**config.mk**
```make
export PLATFORM = sky130hd
export DESIGN_NAME = pipe_mw_skid_reg
export DESIGN_NICKNAME = d
export VERILOG_FILES = /design/src/rtl/pipe_pkg.sv /design/src/rtl/pipe_skid_ctrl.sv /design/src/rtl/pipe_mw_skid_reg.sv
export SDC_FILE = /design/constraint.sdc
export NUM_CORES = 1
export LEC_CHECK = 0
export ABC_AREA = 1
export CAP_MARGIN = 20
export CELL_PAD_IN_SITES_DETAIL_PLACEMENT = 1
export CELL_PAD_IN_SITES_GLOBAL_PLACEMENT = 1
export CORE_ASPECT_RATIO = 0.9
export CORE_MARGIN = 5
export CORE_UTILIZATION = 39
export CTS_CLUSTER_SIZE = 30
export DETAILED_ROUTE_END_ITERATION = 8
export GPL_ROUTABILITY_DRIVEN = 0
export PLACE_DENSITY = 0.86
export SLEW_MARGIN = 10
export SYNTH_ARGS = -nofsm -noshare
export SYNTH_HDL_FRONTEND = slang
export SYNTH_SLANG_ARGS = --single-unit
export TNS_END_PERCENT = 100
```
**constraint.sdc**
```tcl
create_clock -name clock -period 2.3 [get_ports clock]
set_clock_uncertainty 0.05 [all_clocks]
set_input_delay 0.46 -clock clock [delete_from_list [all_inputs] [get_ports clock]]
set_output_delay 0.46 -clock clock [all_outputs]
set_load 0.02 [all_outputs]
```
**src/rtl/pipe_pkg.sv**
```systemverilog
// Shared types for the MEM/WB pipeline boundary: occupancy states and the
// default-width payload carried from MEM into WB.
package pipe_pkg;

   localparam int DW_DEFAULT  = 32;
   localparam int RNW_DEFAULT = 5;

   typedef enum logic [1:0] {
      OCC_EMPTY = 2'd0,
      OCC_ONE   = 2'd1,
      OCC_TWO   = 2'd2
   } occ_state_t;

   typedef struct packed {
      logic                   wreg;
      logic                   m2reg;
      logic [DW_DEFAULT-1:0]  mo;
      logic [DW_DEFAULT-1:0]  alu;
      logic [RNW_DEFAULT-1:0] rn;
   } mw_payload_t;

endpackage

```
**src/rtl/pipe_skid_ctrl.sv**
```systemverilog
// Occupancy state machine for the MEM/WB skid register. Decides which slot
// loads each cycle; in_ready depends only on held state, never on out_ready.
module pipe_skid_ctrl
   import pipe_pkg::*;
(
   input  logic       clock,
   input  logic       resetn,
   input  logic       flush,
   input  logic       in_valid,
   input  logic       out_ready,
   output logic       load_m,
   output logic       load_s,
   output logic       m_from_s,
   output logic       in_ready,
   output logic       out_valid,
   output logic [1:0] occ
);

   occ_state_t state_q;
   occ_state_t state_d;
   logic       in_fire;
   logic       out_fire;

   assign in_ready  = resetn & (state_q != OCC_TWO);
   assign out_valid = (state_q != OCC_EMPTY);
   assign occ       = state_q;
   assign in_fire   = in_valid & in_ready;
   assign out_fire  = out_valid & out_ready;

   // State register; reset wins over everything and empties the buffer
   always_ff @(posedge clock) begin
      if (!resetn) begin
         state_q <= OCC_EMPTY;
      end else begin
         state_q <= state_d;
      end
   end

   // Next state and slot-load strobes; flush drops any same-cycle accept
   always_comb begin
      state_d  = state_q;
      load_m   = 1'b0;
      load_s   = 1'b0;
      m_from_s = 1'b0;
      if (flush) begin
         state_d = OCC_EMPTY;
      end else begin
         case (state_q)
            OCC_EMPTY: begin
               if (in_fire) begin
                  load_m  = 1'b1;
                  state_d = OCC_ONE;
               end
            end
            OCC_ONE: begin
               if (in_fire && out_fire) begin
                  load_m = 1'b1;
               end else if (in_fire) begin
                  load_s  = 1'b1;
                  state_d = OCC_TWO;
               end else if (out_fire) begin
                  state_d = OCC_EMPTY;
               end
            end
            OCC_TWO: begin
               if (out_fire) begin
                  m_from_s = 1'b1;
                  state_d  = OCC_ONE;
               end
            end
            default: begin
               state_d = OCC_EMPTY;
            end
         endcase
      end
   end

endmodule

```
**src/rtl/pipe_mw_skid_reg.sv**
```systemverilog
// MEM/WB boundary register with a two-entry skid buffer. Slot M drives the
// writeback outputs; slot S catches the one instruction that arrives while
// WB stalls, so in_ready can stay a registered-state signal.
module pipe_mw_skid_reg
   import pipe_pkg::*;
#(
   parameter int DW  = 32,
   parameter int RNW = 5
)(
   input  logic           clock,
   input  logic           resetn,
   input  logic           flush,
   input  logic           in_valid,
   output logic           in_ready,
   input  logic           mwreg,
   input  logic           mm2reg,
   input  logic [DW-1:0]  mmo,
   input  logic [DW-1:0]  malu,
   input  logic [RNW-1:0] mrn,
   output logic           out_valid,
   input  logic           out_ready,
   output logic           wwreg,
   output logic           wm2reg,
   output logic [DW-1:0]  wmo,
   output logic [DW-1:0]  walu,
   output logic [RNW-1:0] wrn,
   output logic [1:0]     occ
);

   typedef struct packed {
      logic           wreg;
      logic           m2reg;
      logic [DW-1:0]  mo;
      logic [DW-1:0]  alu;
      logic [RNW-1:0] rn;
   } slot_t;

   slot_t in_slot;
   slot_t m_q;
   slot_t s_q;
   logic  load_m;
   logic  load_s;
   logic  m_from_s;

   assign in_slot = '{wreg: mwreg, m2reg: mm2reg, mo: mmo, alu: malu, rn: mrn};

   pipe_skid_ctrl u_ctrl (
      .clock     (clock),
      .resetn    (resetn),
      .flush     (flush),
      .in_valid  (in_valid),
      .out_ready (out_ready),
      .load_m    (load_m),
      .load_s    (load_s),
      .m_from_s  (m_from_s),
      .in_ready  (in_ready),
      .out_valid (out_valid),
      .occ       (occ)
   );

   // Main slot: new input on pass-through, or promoted skid entry on drain
   always_ff @(posedge clock) begin
      if (!resetn) begin
         m_q <= '0;
      end else if (flush) begin
         m_q.wreg <= 1'b0;
      end else if (load_m) begin
         m_q <= in_slot;
      end else if (m_from_s) begin
         m_q <= s_q;
      end
   end

   // Skid slot: only captures while M is held by a stalled WB stage
   always_ff @(posedge clock) begin
      if (!resetn) begin
         s_q <= '0;
      end else if (flush) begin
         s_q.wreg <= 1'b0;
      end else if (load_s) begin
         s_q <= in_slot;
      end
   end

   assign wwreg  = m_q.wreg & out_valid;
   assign wm2reg = m_q.m2reg;
   assign wmo    = m_q.mo;
   assign walu   = m_q.alu;
   assign wrn    = m_q.rn;

endmodule

```
==> results of run 1 <==
routing by layer:
layer  vias up  track usage (%)  wire length (um)
li1       3297                -                 -
met1      3277             27.0             10000
met2       155             38.3             10900
met3        31             4.70               978
met4         0             7.65               438
met5         -                0                 0
path summary, 6_finish.rpt:
path	endpoint	cells after the start
max	wwreg	3
max reg2reg	s_q[7]	8
min reg2reg	s_q[9]	2
min	s_q[53]	3
layout by cell type (no fill, tap or decap):
| cell type | instances |
|---|---|
| clkinvlp_4 | 4 |
| dfxtp_1 | 143 |
| clkbuf_16 | 17 |
| inv_6 | 1 |
| bufinv_16 | 3 |
| clkinv_2 | 2 |
| clkinv_4 | 3 |
| o21ai_0 | 72 |
| nand2_4 | 2 |
| nor2_1 | 146 |
| nand2_1 | 217 |
| inv_1 | 77 |
| nor2_4 | 4 |
| nand3_4 | 1 |
| clkdlybuf4s50_1 | 148 |
| nand2_2 | 2 |
| dlymetal6s2s_1 | 1 |
| a21oi_1 | 73 |
| a31oi_1 | 1 |
| clkbuf_8 | 2 |
| inv_2 | 4 |
| dfxtp_2 | 1 |
| buf_12 | 11 |
| buf_4 | 12 |
| nand3_1 | 145 |
| diode_2 | 1 |
| buf_2 | 1 |
kinds of logic (layout without fill, tap and decap cells):
logic type             after synthesis  count (layout)  synth area share [%]
and+or+nand+nor                    517             517                  31.0
other                                0               1                     0
AOI/OAI and AO/OA                  146             146                  10.5
DFF                                144             144                  41.3
buffers and inverters              223             286                  17.3
worst max-delay path, cell delays in order (launching register included):
cell             delay (ns)
dfxtp_1                0.43
nor2_1                 0.10
nor2_1                 0.10
clkdlybuf4s50_1        0.61
stage by stage:
stage	instances	setup slack, ns	util, %
5_1_grt	1334	0.0201	50.2
3_5_place_dp	1302	0.114	46.7
2_1_floorplan	1030	0.711	-
6_report	1334	0.125	50.2
4_1_cts	1333	0.0327	50.1
3_3_place_gp	1302	0.183	46.7
area by class of cell:
class                      instances  share of cell area (%)
clock inverter                    12                    1.81
tap                              240                    3.40
multi-input combinational        663                    33.0
sequential                       144                    32.6
timing repair buffer             173                    20.5
inverter                          82                    3.50
antenna                            1                  0.0283
clock buffer                      19                    5.13
what timing repair did:
item | in CTS | in global routing
endpoints found under the hold margin | 0 | 0
hold buffers | 0 | 0
setup endpoints to repair | 1 | 1
resized for setup | 1 | 1
registers in the layout (all words and copies together) (netlist names):
register / count
wmo: 32
u_ctrl.occ: 2
wm2reg: 1
walu: 32
s_q: 71
m_q: 1
wrn: 5
report_power, final:
part	leakage (nW)	internal (mW)	switching, mW
logic	2.24	0.331	0.394
clock network	0.288	1.76	1.14
registers	1.17	2.56	0.0447
total	3.70	4.66	1.58
==> impl_summary.md, run 1 <==
Routing
The average wire per cell in the routed design is roughly 17 um. After detailed routing, the number of vias per cell comes to 5.07. The final wirelength is around 22 mm. The total number of vias is between 6000 and 7000. The number of DRC violations after detailed-routing iteration 0 is slightly below 300.

The first detailed-routing pass took 4 iterations. In the routed design, unresolved DRC markers number 0. The count of nets left with antenna violations after detail routing is 0.

Synth
The number of enable flip-flop cells after synthesis is 0. When the netlist entered floorplanning its net count stood at ~1100. The average instance in the mapped netlist occupies ~6.8 um2. The dominant cell type by area after synthesis is dfxtp_1.

The share of the Yosys chip area taken by registers is just over 40%. Sorting the synthesized cells by how often they occur yields nand2_1, nor2_1, nand3_1, dfxtp_1, inv_1. The synthesis-stage register bit count is about 140. The number of distinct library cells after synthesis is 20.

By area the synthesized netlist is led by dfxtp_1, nand2_1, nand3_1, buf_4, nor2_1. During synthesis, Yosys emitted a total of 0 warnings. In the synthesized netlist the dominant register cell turns out to be dfxtp_1. The summed instance area of the synthesized netlist is 6990 um2. The area share of the largest cell type after synthesis is about two fifths.

The fraction of registers with async set/reset is 0%. The library cell with the highest instance count after synthesis is nand2_1. The instance count of the mapped netlist is approximately 1000.

Floorplanning
For this configuration, the core starts out at a cell density of between 30% and 40%. Row generation in the floorplan step produced 46 rows. The die is roughly 150 um wide. The number of primary I/O pins is 151.

The core box area is between 15000 and 20000 um2. The area of the die is approximately 21000 um2. From bottom edge to top edge, the die measures roughly 140 um.

Worst hold path
The startpoint identified for the worst hold timing path is resetn. The classification of the worst-slack hold path is input pin to flop.

STA
The highest clock rate is roughly 460 MHz. The final number of setup-violating endpoints is 0. In this run the tightest slew margin relative to its limit is between 70% and 80%. The final worst hold slack is roughly 0.32 ns. Setup repair after global routing left no endpoint under its margin. The post-layout minimum cycle time is between 2 and 2.5 ns. The max-slew violation count is 0. The number of hold violations in the final report came to 0. In the finished design, the share of the clock period the worst path needs comes to a little over nine tenths. For the pin with the worst max-slew slack, the measured transition is around 0.43 ns. Adding up every negative setup slack in the final design gives 0 ns.

Global routing
Entering global routing, the biggest net connects between 50 and 60 pins. The total routing usage reported by global routing is between 20 and 25%. The first-pass GRT wire length is around 36 mm. The initial antenna violation count was 1. The overflow left after global routing is 0. The via count of the first global-routing pass was between 7000 and 8000.

Cells and area
The post-layout instance area is 8840 um2. After filler insertion, the fill cell instance count of the layout stands at 2277. The count of nets after finishing is approximately 1200. The flip-flop and latch area is roughly 2900 um2. The proportion of layout cells with a drive suffix above 1 is under 10%. The area of the multi-input gates is between 2000 and 3000 um2. The synthesis-to-layout area growth is 26.4%.

Setup path
Data on the critical path arrives at its endpoint at roughly 1.7 ns. The highest fanout seen on the critical path is 5. The kind of start point of the critical path is a flop.

The register-to-register setup slack is ~0.54 ns. STA classifies the critical path endpoint as an output port. At the worst endpoint, the required time is 1.79 ns. In this run the critical register-to-register path is launched from u_ctrl.occ[0]. The setup path with the least slack is of type flop to output port. The critical path starts at u_ctrl.occ[1].

Power and ir drop
Across the VDD grid, the largest voltage drop is roughly 0.00060 V. The design draws just over 6 mW. The total power density per cell area is around 710 nW/um2. The leakage power of the design is approximately 3.7 nW.

Job
The number of max-cap violations is 0.

Clocking
Clock-pin slew was measured on the worst setup and hold paths at 0.06 ns. Buffers inserted during clock tree synthesis total 17. The H-tree was split into 4 levels.

At the later pin of the worst-skew pair, clock insertion delay measures between 0.4 and 0.5 ns. The number of setup buffers added after CTS is 0. The root buffer cell is clkbuf_16. The clock passes through at most 2 buffers. TritonCTS built the clock tree. The clock drives 144 sinks.

Run status
The run finished with clean final reports.

Placed design
Summed over all nets, the half-perimeter wirelength after detailed placement is approximately 14 mm. The count of buffers inserted at the top-level ports is 150. The placed standard-cell area is 8220 um2.
No activity file was read; power rests on OpenSTA's default activity.
==> inputs of run 2 (changes only) <==
- CORE_UTILIZATION: 39 -> 33
- PLACE_DENSITY: 0.86 -> 0.75
==> run 2 against run 1 <==
Against the previous run: clock-buffer cell count rose by 4; via count fell by 2.1%; flip-flop and latch count did not move; global-route usage fell by 3.7 points; largest cell class unchanged; sequential power barely moved; critical path type unchanged; final cell count rose by 3.6%; critical endpoint is now in_ready; die area rose by 17%; critical path depth rose by 1; wire length fell by 0.30%; non-clock buffer count rose by 2.
==> impl_summary.md, run 2 (synthesis results as in run 1) <==
Cells and area
The area of the multi-input gates is 2920 um2 (unchanged). The flip-flop count of the largest register after layout was 71 (unchanged). The layout filler cell count is 2584 (was 2277). Most frequent cells in the layout: nand2_1, clkdlybuf4s50_1, nor2_1 (unchanged).

The synthesis-to-layout area growth was 27.6% (was 26.4%). The top register by number of flip-flops was s_q (unchanged). The final standard cell count with taps included and fillers excluded is 1382 (was 1334). The diode insertion count for antenna repair is 0 (was 1).

The proportion of layout cells with a drive suffix above 1 is 6.48% (was 6.40%). The count of nets after finishing is 1159 (was 1157). The most common library cell in the layout ignoring fill and taps is nand2_1 (unchanged). The post-layout instance area is 8920 um2 (was 8840 um2).

The flip-flop and latch area is 2880 um2 (unchanged).

Routing
The total number of vias is 6620 (was 6760). The number of DRC violations after detailed-routing iteration 0 was 362 (was 296). The final wirelength is 22.2 mm (was 22.3 mm).

The number of remaining DRC errors is 0 (unchanged). The average wire per cell in the routed design is 16.1 um (was 16.7 um). The number of search-and-repair iterations in the first detailed-routing pass is 4 (unchanged).

The mean number of vias per cell was 4.79 (was 5.07). The count of nets left with antenna violations after detail routing is 0 (unchanged).

Setup path
The kind of start point of the critical path is a flop (unchanged). The type of destination of the critical path was an output port (unchanged). The worst path arrival time was 1.71 ns (was 1.66 ns).

The data required time at the worst endpoint came to 1.79 ns (about the same). The classification of the worst setup path is flop to output port (unchanged). The highest fanout seen on the critical path is 5 (unchanged).

Clocking
The clock insertion delay at the later pin of the skew report is 0.43 ns (was 0.42 ns). The root buffer cell is clkbuf_16 (unchanged). The register clock-pin slew on the reported worst setup and hold paths is 0.06 ns (about the same). The maximum level of the CTS H-tree came to 4 (unchanged).

The CTS tree is done (unchanged). The number of buffers inserted during clock tree synthesis is 17 (unchanged). The TritonCTS sink count is 144 (unchanged). The number of buffers on the longest clock path is 2 (unchanged). The number of setup buffers added after CTS is 0 (unchanged).

Floorplanning
The overall die height was 148 um (was 137 um). The width of the die was 163 um (was 151 um). The standard-cell row count is 50 (was 46).

The area of the die is 24200 um2 (was 20700 um2). The number of primary I/O pins is 151 (unchanged). The initial core utilization was 33.5% (was 39.7%). The core box area is 20800 um2 (was 17600 um2).

Global routing
The first-pass GRT wire length was 35.3 mm (was 36.0 mm). The layer with the highest usage is met2 (unchanged). The overflow left after global routing is 0 (unchanged).

The met3 usage is 5.38% (was 4.70%). The via count of the first global-routing pass is 6594 (was 7133). The total routing usage reported by global routing is 18.3% (was 22.0%). The pin count of the biggest net entering global routing was 67 (was 55). The met2 track demand over resource is 30.3% (was 38.3%). The met1 track demand over resource in global routing was 23.3% (was 27.0%).

The initial antenna violation count is 0 (was 1).

Power and ir drop
The total power was 6.37 mW (was 6.23 mW). The leakage power of the design was 3.72 nW (was 3.70 nW). The worst supply voltage drop on vdd is 0.000443 V (was 0.000602 V). The total power density per cell area is 714 nW/um2 (was 706 nW/um2).

Run status
Run status: complete, no violations (unchanged).

Placed design
The cell count after placement is 1350 (was 1302). The pre-CTS setup slack is 0.0743 ns (was 0.114 ns). The placed standard-cell area is 8280 um2 (was 8220 um2).

The detailed placer's ending HPWL is 14.0 mm (was 14.4 mm). The count of buffers inserted at the top-level ports is 150 (unchanged).

STA
The number of hold violations in the final report is 0 (unchanged). The highest clock rate came to 450 MHz (was 460 MHz). The max-slew violation count is 0 (unchanged). RSZ-0062 raised after global routing: no (unchanged). The measured slew at the worst slew-check pin came to 0.580 ns (was 0.428 ns). The final number of setup-violating endpoints is 0 (unchanged).

The post-route worst setup slack is 0.0786 ns (was 0.125 ns). The max-slew headroom at the worst pin is 61.3% (was 71.4%). The total negative slack came to 0 ns (unchanged). The period utilization is 96.6% (was 94.5%).

The post-layout minimum cycle time is 2.22 ns (was 2.17 ns).

Worst hold path
The classification of the worst-slack hold path is flop to flop (was input pin to flop).

Job
The number of max-cap violations came to 0 (unchanged).
-- run 2: through the flow --
| step | util [%] | hold WS (ns) |
|---|---|---|
| floorplan | - | 0.405 |
| global placement | 39.7 | 0.412 |
| detailed placement | 39.7 | 0.422 |
| CTS | 42.8 | 0.437 |
| global route | 42.8 | 0.455 |
| finish | 42.8 | 0.432 |
-- run 2: worst max-delay path, stage by stage, from the launching register on --
cell and delay (ns):
dfxtp_1 0.48, nand2_2 0.12, nand2_1 0.12, inv_1 0.05, clkdlybuf4s50_1 0.53
-- run 2: per-layer routing --
layer  up-vias  share of wire (%)
met4         0                1.4
met3        18                5.2
met5         -                  0
met2       125                 47
li1       3293                  -
met1      3184                 46
-- run 2: final timing paths --
path / startpoint / endpoint / slack, ns / cells past startpoint
worst max-delay path: u_ctrl.occ[1] / in_ready / 0.08 / 4
worst min register to register: s_q[36] / s_q[36] / 0.43 / 2
worst min-delay path: s_q[36] / s_q[36] / 0.43 / 2
worst max register to register: u_ctrl.occ[0] / wm2reg / 0.63 / 9
-- run 2: final cells by class --
class / instances / area share [%]
Timing Repair Buffer: 175 / 20.3
Multi-Input combinational cell: 663 / 32.7
Clock inverter: 9 / 1.73
Clock buffer: 23 / 5.47
Sequential cell: 144 / 32.3
Inverter: 82 / 3.46
Tap cell: 286 / 4.01
-- run 2: what timing repair did --
action | CTS | global route
setup endpoints to repair | 1 | 0
hold buffers | 0 | 0
gates resized for setup | 1 | 0
-- run 2: where the power goes --
group	leakage (nW)	switching, mW	internal (mW)
Sequential	1.17	0.0419	2.56
Clock	0.309	1.10	1.93
Combinational	2.24	0.394	0.334
==> inputs of run 3 (changes only) <==
- CTS_BUF_LIST: not set -> sky130_fd_sc_hd__clkbuf_8 sky130_fd_sc_hd__clkbuf_16
- MAX_ROUTING_LAYER: not set -> met4
- PLACE_DENSITY: 0.75 -> 0.76
- SYNTH_HIERARCHICAL: not set -> 1
==> run 3 against run 2 <==
Against the previous run: sequential share of layout area hardly changed; highest routed layer unchanged; fmax up 7.9%; worst setup slack gained 0.16 ns; largest cell class is now registers; critical path depth increased by 1.
==> impl_summary.md, run 3 <==
Global routing
The total routing usage reported by global routing was 16.0% (was 18.3%). The pin count of the biggest net entering global routing came to 126 (was 67). The overflow left after global routing came to 0 (unchanged).

The initial antenna violation count is 2 (was 0). The via count of the first global-routing pass is 6284 (was 6594). The first-pass GRT wire length is 30.8 mm (was 35.3 mm).

Power and ir drop
The total power density per cell area is 695 nW/um2 (was 714 nW/um2). The leakage power of the design is 3.79 nW (was 3.72 nW). The switching fraction of total power is 23.5% (was 24.2%).

The cell-internal power is 4.75 mW (was 4.83 mW). The sequential fraction of design power is 41.4% (was 40.9%). The worst supply voltage drop on vdd is 0.000391 V (was 0.000443 V). The net switching component of the power is 1.46 mW (was 1.54 mW). The proportion of power drawn by combinational gates is 9.6% (was 11.4%).

The fraction of power consumed by the clock network was 49.0% (was 47.6%).

Floorplanning
The core box area is 20700 um2 (was 20800 um2). The standard-cell row count is 50 (unchanged). The initial core utilization is 33.5% (about the same).

The area of the die is 24000 um2 (was 24200 um2). The number of primary I/O pins is 151 (unchanged). The overall die height is 147 um (was 148 um). The width of the die is 163 um (about the same).

STA
The measured slew at the worst slew-check pin is 0.583 ns (was 0.580 ns). The post-route worst setup slack is 0.242 ns (was 0.0786 ns). The final number of setup-violating endpoints is 0 (unchanged). The number of hold violations in the final report is 0 (unchanged). RSZ-0062 raised after global routing: no (unchanged).

The post-layout minimum cycle time came to 2.06 ns (was 2.22 ns). The period utilization is 89.5% (was 96.6%). The max-slew headroom at the worst pin is 61.2% (was 61.3%). The highest clock rate is 486 MHz (was 450 MHz). The max-slew violation count came to 0 (unchanged).

Synth
The sequential element share of the synthesized area is 41.6% (was 41.3%). The fraction of registers with async set/reset came to 0% (unchanged). The library cell with the highest instance count after synthesis is nor2_1 (was nand2_1). The area share of the largest cell type after synthesis is 41.6% (was 41.3%).

Synth top cells by count: nor2_1, nand2_1, inv_1, dfxtp_1, o21ai_0 (was nand2_1, nor2_1, nand3_1, dfxtp_1, inv_1). The synthesis-stage register bit count is 144 (unchanged). The number of distinct library cells after synthesis is 18 (was 20).

The instance count of the mapped netlist was 1083 (was 1030). The top flip-flop cell by instance count after synthesis was dfxtp_1 (unchanged). The number of enable flip-flop cells after synthesis is 0 (unchanged). The summed instance area of the synthesized netlist was 6930 um2 (was 6990 um2). The per-instance average area after synthesis is 6.40 um2 (was 6.78 um2). Cell types with the largest area share after synthesis: dfxtp_1, nor2_1, nand2_1, o21ai_0, inv_1 (was dfxtp_1, nand2_1, nand3_1, buf_4, nor2_1).

The Yosys warning count was 6 (was 0). The number of nets in the synthesized netlist is 1159 (was 1106). The dominant cell type by area after synthesis is dfxtp_1 (unchanged).

Clocking
The register clock-pin slew on the reported worst setup and hold paths is 0.06 ns (about the same). The clock insertion delay at the later pin of the skew report was 0.42 ns (was 0.43 ns). The root buffer cell was clkbuf_16 (unchanged). The TritonCTS sink count is 144 (unchanged). The maximum level of the CTS H-tree is 4 (unchanged). The number of buffers on the longest clock path is 2 (unchanged). The CTS tree is done (unchanged).

The number of buffers inserted during clock tree synthesis is 17 (unchanged).

Routing
The number of remaining DRC errors was 0 (unchanged). The number of DRC violations after detailed-routing iteration 0 came to 275 (was 362). The total number of vias is 6334 (was 6620). The number of search-and-repair iterations in the first detailed-routing pass is 4 (unchanged).

The mean number of vias per cell is 4.38 (was 4.79). The average wire per cell in the routed design is 12.8 um (was 16.1 um). The final wirelength is 18.5 mm (was 22.2 mm). The count of nets left with antenna violations after detail routing is 0 (unchanged).

Setup path
The kind of start point of the critical path is a flop (unchanged). The data required time at the worst endpoint is 1.79 ns (about the same). The classification of the worst setup path was flop to output port (unchanged). The type of destination of the critical path is an output port (unchanged). The highest fanout seen on the critical path was 4 (was 5). The worst path arrival time is 1.55 ns (was 1.71 ns).

Cells and area
The final standard cell count with taps included and fillers excluded is 1446 (was 1382). The proportion of layout cells with a drive suffix above 1 is 5.35% (was 6.48%). The synthesis-to-layout area growth came to 28.8% (was 27.6%).

The most common library cell in the layout ignoring fill and taps is nor2_1 (was nand2_1). The count of nets after finishing is 1221 (was 1159). Most frequent cells in the layout: nor2_1, nand2_1, inv_1 (was nand2_1, clkdlybuf4s50_1, nor2_1). The flip-flop count of the largest register after layout was 71 (unchanged). The top register by number of flip-flops was s_q (unchanged). The final standard cell utilization of the core is 43.1% (was 42.8%).

Job
The number of max-cap violations is 0 (unchanged).

Run status
Run status: complete, no violations (unchanged).

Placed design
The detailed placer's ending HPWL is 12.3 mm (was 14.0 mm). The cell count after placement is 1412 (was 1350). The pre-CTS setup slack is -0.0671 ns (was 0.0743 ns). The count of buffers inserted at the top-level ports is 150 (unchanged).

Worst hold path
The classification of the worst-slack hold path is input pin to flop (was flop to flop).
-- run 3: cell count changes in the layout (fill, tap and decap cells not counted), moves of 3 or more --
cell / before / now
nor2_4: 4 / 0
inv_1: 77 / 148
nand3_1: 145 / 0
clkbuf_8: 4 / 0
a21oi_1: 73 / 4
nor2_1: 146 / 285
clkdlybuf4s50_1: 149 / 146
nand2_1: 217 / 221
o21ai_0: 72 / 140
-- run 3: worst paths after layout --
| kind | slack (ns) | to | start | cells past startpoint |
|---|---|---|---|---|
| worst min-delay path | 0.36 | u_ctrl/occ[1] | resetn | 3 |
| worst max register to register | 0.46 | walu[11] | u_ctrl/occ[0] | 9 |
| worst min register to register | 0.43 | s_q[8] | s_q[8] | 2 |
| worst max-delay path | 0.24 | wwreg | u_ctrl/occ[0] | 5 |
-- run 3: timing repair --
action                     in CTS  in global routing
gates cloned                    0                  0
setup endpoints to repair       1                  2
buffers inserted                0                  0
hold buffers                    0                  0
resized for setup               1                  2
-- run 3: final cells by class --
| cell class | count | area (um2) |
|---|---|---|
| inverters | 149 | 559 |
| clock inverters | 15 | 215 |
| multi-input cells | 661 | 2710 |
| well taps | 286 | 358 |
| repair buffers | 172 | 1770 |
| clock buffers | 17 | 425 |
| fillers | 2659 | 11800 |
| diodes | 2 | 5.00 |
| flip-flops and latches | 144 | 2880 |
-- run 3: cell families after synthesis --
kind of cell	Yosys count	synth area share [%]
and+or+nand+nor	515	28.3
buffers and inverters	278	19.5
AOI/OAI and AO/OA	146	10.6
DFF	144	41.6
-- run 3: power groups by stage --
| stage | registers [mW] | clock network (mW) | logic (mW) |
|---|---|---|---|
| floorplan | 2.62 | 0 | 0.340 |
| global placement | 2.62 | 0 | 0.590 |
| detailed placement | 2.62 | 0 | 0.598 |
| CTS | 2.57 | 3.13 | 0.603 |
| global route | 2.57 | 3.24 | 0.654 |
| finish | 2.57 | 3.04 | 0.593 |
-- run 3: per-stage QoR --
stage	total power [mW]	TNS [ns]	cell area, um2	hold slack [ns]
after global placement	3.21	0	8270	0.412
after CTS	6.30	0	8910	0.349
after global routing	6.47	0	8920	0.388
after detailed placement	3.22	-1.34	8270	0.421
final	6.20	0	8920	0.359
after floorplan	2.96	0	6930	0.405
-- run 3: worst max-delay path, stage by stage (launching register included) --
cell           delay [ns]
dfxtp_1              0.43
inv_2                0.10
nand2_1              0.11
nand2_1              0.06
inv_1                0.04
dlygate4sd2_1        0.38
-- run 3: per-layer routing --
metal	GRT usage (%)	wire length [um]
met1	19.8	8740
met4	3.98	225
met5	-	0
met2	26.5	8720
met3	3.93	859
